`src/rtl/vga_timing_pkg.sv`:
```
// Shared constants for the raster timing generator: standard mode timings
// (640x480@60 and 800x600@60), the sync polarity type and a total-length helper.
package vga_timing_pkg;

    typedef enum logic {
        SYNC_ACTIVE_LOW  = 1'b0,
        SYNC_ACTIVE_HIGH = 1'b1
    } sync_pol_e;

    // 640x480@60, 25.175 MHz nominal pixel rate (25 MHz in practice)
    localparam int VGA640_H_ACTIVE = 640;
    localparam int VGA640_H_FP     = 16;
    localparam int VGA640_H_SYNC   = 96;
    localparam int VGA640_H_BP     = 48;
    localparam int VGA640_V_ACTIVE = 480;
    localparam int VGA640_V_FP     = 10;
    localparam int VGA640_V_SYNC   = 2;
    localparam int VGA640_V_BP     = 33;
    localparam sync_pol_e VGA640_H_POL = SYNC_ACTIVE_LOW;
    localparam sync_pol_e VGA640_V_POL = SYNC_ACTIVE_LOW;

    // 800x600@60, 40 MHz pixel rate
    localparam int SVGA800_H_ACTIVE = 800;
    localparam int SVGA800_H_FP     = 40;
    localparam int SVGA800_H_SYNC   = 128;
    localparam int SVGA800_H_BP     = 88;
    localparam int SVGA800_V_ACTIVE = 600;
    localparam int SVGA800_V_FP     = 1;
    localparam int SVGA800_V_SYNC   = 4;
    localparam int SVGA800_V_BP     = 23;
    localparam sync_pol_e SVGA800_H_POL = SYNC_ACTIVE_HIGH;
    localparam sync_pol_e SVGA800_V_POL = SYNC_ACTIVE_HIGH;

    // Total length of one axis (line or frame) in pixels or lines.
    function automatic int axis_total(input int active, input int fp, input int sync, input int bp);
        return active + fp + sync + bp;
    endfunction

endpackage

```
`src/rtl/vga_axis_counter.sv`:
```
// One raster axis: a wrapping position counter plus registered sync and
// active-window flags. The flags are computed from the next count so they
// line up with the count on the same clock.
module vga_axis_counter #(
    parameter int W        = 10,
    parameter int ACTIVE   = 640,
    parameter int FP       = 16,
    parameter int SYNC     = 96,
    parameter int BP       = 48,
    parameter bit SYNC_POL = 1'b0
) (
    input  logic         clk,
    input  logic         rst_n,
    input  logic         adv,
    output logic [W-1:0] cnt,
    output logic         wrap,
    output logic         sync,
    output logic         active
);

    localparam int TOTAL = ACTIVE + FP + SYNC + BP;
    localparam logic [W-1:0] LAST       = W'(TOTAL - 1);
    localparam logic [W-1:0] SYNC_START = W'(ACTIVE + FP);
    localparam logic [W-1:0] SYNC_END   = W'(ACTIVE + FP + SYNC);
    localparam logic [W-1:0] ACT_END    = W'(ACTIVE);

    logic [W-1:0] cnt_reg;
    logic [W-1:0] cnt_next;
    logic         sync_reg;
    logic         active_reg;
    logic         in_sync_next;
    logic         in_active_next;

    // Next position and window membership of that next position.
    always_comb begin
        wrap           = adv && (cnt_reg == LAST);
        cnt_next       = wrap ? '0 : cnt_reg + W'(1);
        in_sync_next   = (cnt_next >= SYNC_START) && (cnt_next < SYNC_END);
        in_active_next = (cnt_next < ACT_END);
    end

    // Counter and window flags advance together; reset parks on the last
    // position so the first advance lands on 0.
    always_ff @(posedge clk or negedge rst_n) begin
        if (!rst_n) begin
            cnt_reg    <= LAST;
            sync_reg   <= ~SYNC_POL;
            active_reg <= 1'b0;
        end else if (adv) begin
            cnt_reg    <= cnt_next;
            sync_reg   <= in_sync_next ? SYNC_POL : ~SYNC_POL;
            active_reg <= in_active_next;
        end
    end

    assign cnt    = cnt_reg;
    assign sync   = sync_reg;
    assign active = active_reg;

endmodule

```
`src/rtl/vga_timing_gen.sv`:
```
// Raster timing master: two chained axis counters (pixel -> line) stepped by a
// pixel clock enable, with registered syncs, data enable, coordinates and
// line/frame start strobes all describing the same pixel on the same clock.
// Optional build macro VGA_TIMING_FRAME_CNT_EN adds a 16-bit frame counter port.
module vga_timing_gen
    import vga_timing_pkg::*;
#(
    parameter int COORD_W    = 10,
    parameter int H_ACTIVE   = VGA640_H_ACTIVE,
    parameter int H_FP       = VGA640_H_FP,
    parameter int H_SYNC     = VGA640_H_SYNC,
    parameter int H_BP       = VGA640_H_BP,
    parameter int V_ACTIVE   = VGA640_V_ACTIVE,
    parameter int V_FP       = VGA640_V_FP,
    parameter int V_SYNC     = VGA640_V_SYNC,
    parameter int V_BP       = VGA640_V_BP,
    parameter int H_SYNC_POL = 0,
    parameter int V_SYNC_POL = 0
) (
    input  logic               clk,
    input  logic               rst_n,
    input  logic               pix_ce,
    output logic               hsync,
    output logic               vsync,
    output logic               de,
    output logic [COORD_W-1:0] x,
    output logic [COORD_W-1:0] y,
    output logic               line_start,
    output logic               frame_start
`ifdef VGA_TIMING_FRAME_CNT_EN
    ,
    output logic [15:0]        frame_cnt
`endif
);

    localparam int H_TOTAL = axis_total(H_ACTIVE, H_FP, H_SYNC, H_BP);
    localparam int V_TOTAL = axis_total(V_ACTIVE, V_FP, V_SYNC, V_BP);
    localparam sync_pol_e H_POL = (H_SYNC_POL != 0) ? SYNC_ACTIVE_HIGH : SYNC_ACTIVE_LOW;
    localparam sync_pol_e V_POL = (V_SYNC_POL != 0) ? SYNC_ACTIVE_HIGH : SYNC_ACTIVE_LOW;

    // Reject degenerate or oversized modes at elaboration.
    if (H_FP == 0 || H_SYNC == 0 || H_BP == 0 || V_FP == 0 || V_SYNC == 0 || V_BP == 0) begin : g_bad_width
        $error("vga_timing_gen: porch and sync widths must be non-zero");
    end
    if (H_TOTAL > (2 ** COORD_W) || V_TOTAL > (2 ** COORD_W)) begin : g_bad_total
        $error("vga_timing_gen: H_TOTAL/V_TOTAL do not fit in COORD_W bits");
    end

    logic               h_wrap;
    logic               v_wrap;
    logic               h_sync;
    logic               v_sync;
    logic               h_active;
    logic               v_active;
    logic [COORD_W-1:0] h_cnt;
    logic [COORD_W-1:0] v_cnt;
    logic               line_start_reg;
    logic               frame_start_reg;

    vga_axis_counter #(
        .W        (COORD_W),
        .ACTIVE   (H_ACTIVE),
        .FP       (H_FP),
        .SYNC     (H_SYNC),
        .BP       (H_BP),
        .SYNC_POL (H_POL == SYNC_ACTIVE_HIGH)
    ) u_h_axis (
        .clk    (clk),
        .rst_n  (rst_n),
        .adv    (pix_ce),
        .cnt    (h_cnt),
        .wrap   (h_wrap),
        .sync   (h_sync),
        .active (h_active)
    );

    // The line counter steps only when the pixel counter wraps, so vsync
    // changes on the same clock that x returns to 0.
    vga_axis_counter #(
        .W        (COORD_W),
        .ACTIVE   (V_ACTIVE),
        .FP       (V_FP),
        .SYNC     (V_SYNC),
        .BP       (V_BP),
        .SYNC_POL (V_POL == SYNC_ACTIVE_HIGH)
    ) u_v_axis (
        .clk    (clk),
        .rst_n  (rst_n),
        .adv    (h_wrap),
        .cnt    (v_cnt),
        .wrap   (v_wrap),
        .sync   (v_sync),
        .active (v_active)
    );

    // Start strobes: one clock wide, set on the clock the counters wrap.
    always_ff @(posedge clk or negedge rst_n) begin
        if (!rst_n) begin
            line_start_reg  <= 1'b0;
            frame_start_reg <= 1'b0;
        end else begin
            line_start_reg  <= h_wrap;
            frame_start_reg <= h_wrap && v_wrap;
        end
    end

`ifdef VGA_TIMING_FRAME_CNT_EN
    logic [15:0] frame_cnt_reg;

    // Frame counter steps alongside the frame_start strobe and wraps naturally.
    always_ff @(posedge clk or negedge rst_n) begin
        if (!rst_n) begin
            frame_cnt_reg <= 16'd0;
        end else if (h_wrap && v_wrap) begin
            frame_cnt_reg <= frame_cnt_reg + 16'd1;
        end
    end

    assign frame_cnt = frame_cnt_reg;
`endif

    assign hsync       = h_sync;
    assign vsync       = v_sync;
    assign de          = h_active && v_active;
    assign x           = h_cnt;
    assign y           = v_cnt;
    assign line_start  = line_start_reg;
    assign frame_start = frame_start_reg;

endmodule

```
`config.mk`:
```
export PLATFORM = sky130hd
export DESIGN_NAME = vga_timing_gen
export DESIGN_NICKNAME = d
export VERILOG_FILES = /design/src/rtl/vga_timing_pkg.sv /design/src/rtl/vga_axis_counter.sv /design/src/rtl/vga_timing_gen.sv
export SDC_FILE = /design/constraint.sdc
export NUM_CORES = 1
export LEC_CHECK = 0
export ABC_CLOCK_PERIOD_IN_PS = 2700
export BUFFER_PORTS_ARGS = -buffer_cell sky130_fd_sc_hd__buf_2
export CORE_MARGIN = 5
export CORE_UTILIZATION = 45
export CTS_CLUSTER_DIAMETER = 80
export DETAILED_ROUTE_END_ITERATION = 16
export PLACE_DENSITY = 0.66
export SLEW_MARGIN = 20
export SYNTH_ARGS = -nofsm -noshare
export SYNTH_HDL_FRONTEND = slang
export SYNTH_HIERARCHICAL = 1
export SYNTH_SLANG_ARGS = --single-unit
```
`constraint.sdc`:
```
create_clock -name clk -period 2.7 [get_ports clk]
set_input_delay 0.135 -clock clk [delete_from_list [all_inputs] [get_ports clk]]
set_output_delay 0.135 -clock clk [all_outputs]
set_load 0.005 [all_outputs]
```
### Word level (Yosys, flattened, before mapping)

Cells that the tools add are included.

| word-level totals | value |
|---|---|
| memories | 0 |
| latch bits | 0 |
| bits in read-only memories | 0 |
| memory bits (writable) | 0 |
| bits of input ports | 3 |
| bits in registers | 26 |
| output and inout bits | 25 |
| word-level logic and storage cells | 28 |

| operators by class | value |
|---|---|
| multiplexer cells | 4 |
| add/sub/neg operators | 2 |
| reduce and logical (&&, ||, !) cells | 6 |
| shift-type cells | 0 |
| bitwise operators | 0 |
| $mul | 0 |
| div/mod/pow operators | 0 |
| equal/unequal tests | 2 |
| $lt $le $gt $ge | 6 |

Operator list:

| operator | count |
|---|---|
| $add 10x1->10 const B | 2 |
| $eq 10x10->1 const B | 2 |
| $lt 10x10->1 const B | 2 |
| $lt 10x9->1 const B | 2 |
| $mux 10 | 2 |
| $ge 10x10->1 const B | 1 |
| $ge 10x9->1 const B | 1 |
| $logic_and 1x1->1 | 6 |
| $mux 1 | 2 |

### Logic depth before layout (Yosys ltp)

| depth | value |
|---|---|
| depth after elaboration | 7 |
| mapped depth | 8 |

### By module

Netlist, hierarchy kept.

By module, submodules not included:

| module | cells each | times used | area each (um^2) | sequential area each (um^2) |
|---|---|---|---|---|
| vga_axis_counter (u_h_axis) | 83 | 1 | 815.8 | 310.3 |
| vga_axis_counter (u_v_axis) | 79 | 1 | 759.5 | 305.3 |
| vga_timing_gen | 4 | 1 | 62.6 | 50.0 |

### Worst setup path before layout

No wires, ideal clock.

| timing path | value |
|---|---|
| path type | register to register |
| start point | register u_h_axis.cnt_reg[0], in the netlist u_h_axis/cnt[0] |
| end point | register u_v_axis.cnt_reg[3], in the netlist u_v_axis/cnt[3] |
| data arrival time | 2012 ps |
| library setup time | 77 ps |
| path slack | 611 ps |
| cell stages (with the launch flop) | 9 |
| required time | 2623 ps |
| cells stage by stage | dfstp_2 ha_1 and4_1 buf_6 and3_2 nand4_1 inv_1 o21ai_0 a21o_1 |

| on the way | value |
|---|---|
| cells in the longest elaborated chain, start to end | 4 |

Ends and longest elaborated chain:

| what | RTL line | text |
|---|---|---|
| start: declaration | vga_axis_counter.sv:27 | `logic [W-1:0] cnt_reg;` |
| start signal: assignment | vga_axis_counter.sv:50 | `cnt_reg <= cnt_next;` |
| $eq 10x10->1 | vga_axis_counter.sv:36 | `wrap = adv && (cnt_reg == LAST);` |
| $logic_and 1x1->1 | vga_axis_counter.sv:36 |  |
| net h_wrap | vga_timing_gen.sv:49 | `logic h_wrap;` |
| $logic_and 1x1->1 | vga_axis_counter.sv:36 |  |
| net v_wrap | vga_timing_gen.sv:50 | `logic v_wrap;` |
| $mux 10 | vga_axis_counter.sv:37 | `cnt_next = wrap ? '0 : cnt_reg + W'(1);` |
| end signal: assignment | vga_axis_counter.sv:50 |  |
| end: declaration | vga_axis_counter.sv:27 |  |

The timed path passes the listed nets, and every way through them passes these cells.
A chain may end at the register's enable or synchronous reset.

### Worst setup path in the final report

Ends and elaborated chain as after synthesis.

==> flow_metrics.py <==
metrics = {
    "sta": {
        "period_share_pct": 77.5,
        "finalSetupViolations": 0,
        "rsz0062_at_grt": "false",
        "finalSetupTns_ns": 0,
        "hold_violations": 0,
        "relSlewSlack_pct": 59.8,
        "period_minus_slack_ns": 2.09,
        "worstMarginPinSlew_ns": 0.603,
        "slew_viol_final": 0,
        "finClkSkew_ns": 0.00196,
        "hold_ws_ns": 0.234,
        "max_freq_mhz": 478,
    },
    "critical_path": {
        "start_kind": "flop",
        "end_kind": "flop",
        "crit_fanout": 7,
        "worstPathArrival_ns": 2.30,
        "worstPathRequired_ns": 2.91,
        "crit_type": "reg -> reg",
    },
    "finish": {
        "fin_nets": 198,
        "drive_gt1_share_pct": 31.4,
        "seq_area_um2": 666,
        "nFillCells": 336,
        "antenna_cells": 0,
        "multi_input_comb_area_um2": 865,
        "area_growth_pct": 12.1,
    },
    "synth": {
        "syn_area_um2": 1640,
        "syn_inst": 166,
        "seq_area_frac_synth_pct": 40.6,
        "ys_async_sr_fraction_pct": 100,
        "yosysWarnings": 6,
        "ys_types": 48,
        "synth_edf_count": 0,
        "synth-main-ff-cell": "dfrtp_1",
        "syn-num-nets": 172,
        "synth-seq-cells": 26,
        "syn_area_per_cell_um2": 9.87,
    },
    "floorplanning": {
        "die_h_um": 70.3,
        "die_x_um": 70.3,
        "dieArea_um2": 4950,
        "fp-row-count": 22,
        "pin_count": 28,
        "start_util_pct": 45.4,
        "coreArea_um2": 3610,
    },
    "grt": {
        "grt-ovfl-total": 0,
        "antenna_found_initial": 0,
        "grt_start_max_net_pins": 27,
        "grt_pass1_wl_um": 6170,
        "grt_pass1_vias": 1310,
        "grt_use_total_pct": 15.3,
    },
    "clocking": {
        "htree_levels": 1,
        "root_buffer": "clkbuf_8",
        "cts_tree": "built",
        "cts_setup_buffers": 0,
        "clk_latency_ns": 0.27,
        "clk_path_buf_depth": 2,
        "cts_buffers": 3,
        "cts_resized": 0,
        "clk_pin_slew_ns": 0.09,
        "cts.sinks": 26,
    },
    "detailed_routing": {
        "wl_per_cell_um": 15.1,
        "routed_wl_um": 3610,
        "first_pass_iters": 4,
        "vias": 1361,
        "drtIter0Drc": 167,
        "drc": 0,
        "antenna_left": 0,
        "avgViaCountPerCell": 5.69,
    },
    "outcome": {
        "outcome": "complete, no violations",
    },
    "power_and_ir_drop": {
        "p_total_mw": 1.02,
        "peakVddDrop_v": 0.000176,
        "leakagePower_nw": 0.801,
        "pwr_density_cell_nw_per_um2": 553,
    },
    "placed_design": {
        "port_buffers": 27,
        "place.gp.congestion": 0.856,
        "dp_hpwl_um": 2640,
    },
    "hold_path": {
        "hp-class": "in -> reg",
    },
    "run": {
        "cap_violations": 0,
    },
}
path summary, 6_finish.rpt:
path | startpoint | end | slack, ns | cells past startpoint
max | u_h_axis/cnt[0] | u_v_axis/cnt[3] | 0.61 | 7
min | pix_ce | u_h_axis/cnt[0] | 0.23 | 3
max reg2reg | u_h_axis/cnt[0] | u_v_axis/cnt[3] | 0.61 | 7
min reg2reg | u_h_axis/active | u_h_axis/active | 0.51 | 1
max in group asynchronous | rst_n | u_v_axis/active | 1.91 | 2
min in group asynchronous | rst_n | u_h_axis/cnt[7] | 0.40 | 2
Yosys cell counts (3+ instances only):
cell / instances / area share (%)
dfrtp_1: 14 / 21
a31oi_1: 4 / 1.5
mux2i_1: 5 / 3.1
buf_6: 3 / 2.1
nor3_1: 5 / 1.5
xor2_1: 5 / 2.7
dfstp_2: 12 / 19
xnor2_1: 7 / 3.7
nand3_1: 7 / 2.1
o21ai_0: 6 / 1.8
a21oi_1: 5 / 1.5
nand4_1: 6 / 2.3
ha_1: 3 / 2.3
o211ai_1: 3 / 1.4
o31ai_1: 3 / 1.4
nand2_1: 16 / 3.7
and2_1: 3 / 1.1
nor2_1: 7 / 1.6
inv_1: 11 / 2.5
and3_2: 3 / 1.4
where the power goes:
group / leakage, nW / switching [mW] / internal [mW] / total, mW
registers: 0.296 / 0.0955 / 0.462 / 0.558
clock network: 0.0228 / 0.121 / 0.106 / 0.226
logic: 0.483 / 0.124 / 0.108 / 0.232
total: 0.801 / 0.340 / 0.676 / 1.02
through the flow:
| step | instances | area, um2 | worst slack [ns] | util (%) |
|---|---|---|---|---|
| after floorplan | 166 | 1640 | 0.611 | - |
| after global placement | 234 | 1780 | 0.725 | 49.4 |
| after detailed placement | 234 | 1780 | 0.629 | 49.4 |
| after CTS | 239 | 1840 | 0.618 | 50.9 |
| after global routing | 239 | 1840 | 0.446 | 50.9 |
| final | 239 | 1840 | 0.607 | 50.9 |
per-layer routing:
metal	GRT usage (%)	up-vias	share of wire, %
met5	0	-	0
met4	5.32	0	2.2
met3	3.02	10	5.9
met2	25.1	43	47
met1	20.1	655	44
li1	-	653	-
logic make-up (layout without fill, tap and decap cells):
| logic type | after synthesis | after routing | synth area share [%] |
|---|---|---|---|
| compound gates | 33 | 33 | 15.3 |
| xor+xnor | 12 | 12 | 6.42 |
| fa+ha+maj | 3 | 3 | 2.29 |
| buf+inv | 20 | 45 | 6.57 |
| flops | 26 | 26 | 40.6 |
| mux | 5 | 5 | 3.06 |
| simple gates | 67 | 67 | 25.7 |
what timing repair did:
| item | 4_1_cts | 5_1_grt |
|---|---|---|
| hold endpoints to repair | 14 | 0 |
| hold buffers | 1 | 0 |
| endpoints found under the setup margin | 0 | 0 |
placed cells by master (no fill, tap or decap), types with 4 or more instances in the layout:
cell type and n:
buf_2 27, nand2_1 16, dfrtp_1 14, dfstp_2 12
inv_1 11, nand3_1 7, xnor2_1 7, nor2_1 7
o21ai_0 6, nand4_1 6, mux2i_1 5, nor3_1 5
xor2_1 5, a21oi_1 5, a31oi_1 4
critical path: stages, from the launching register on:
cell	delay [ns]
dfstp_2	0.60
ha_1	0.28
and4_1	0.24
and3_2	0.24
nand4_1	0.17
inv_1	0.20
o21ai_0	0.12
a21o_1	0.18
final cells by class:
cell class / count / area share (%)
multi-input combinational: 120 / 47.1
clock buffer: 4 / 2.45
timing repair buffer: 30 / 8.72
inverter: 11 / 2.25
sequential: 26 / 36.2
tap: 48 / 3.27
Note: power is estimated with default switching activity, not from simulation.
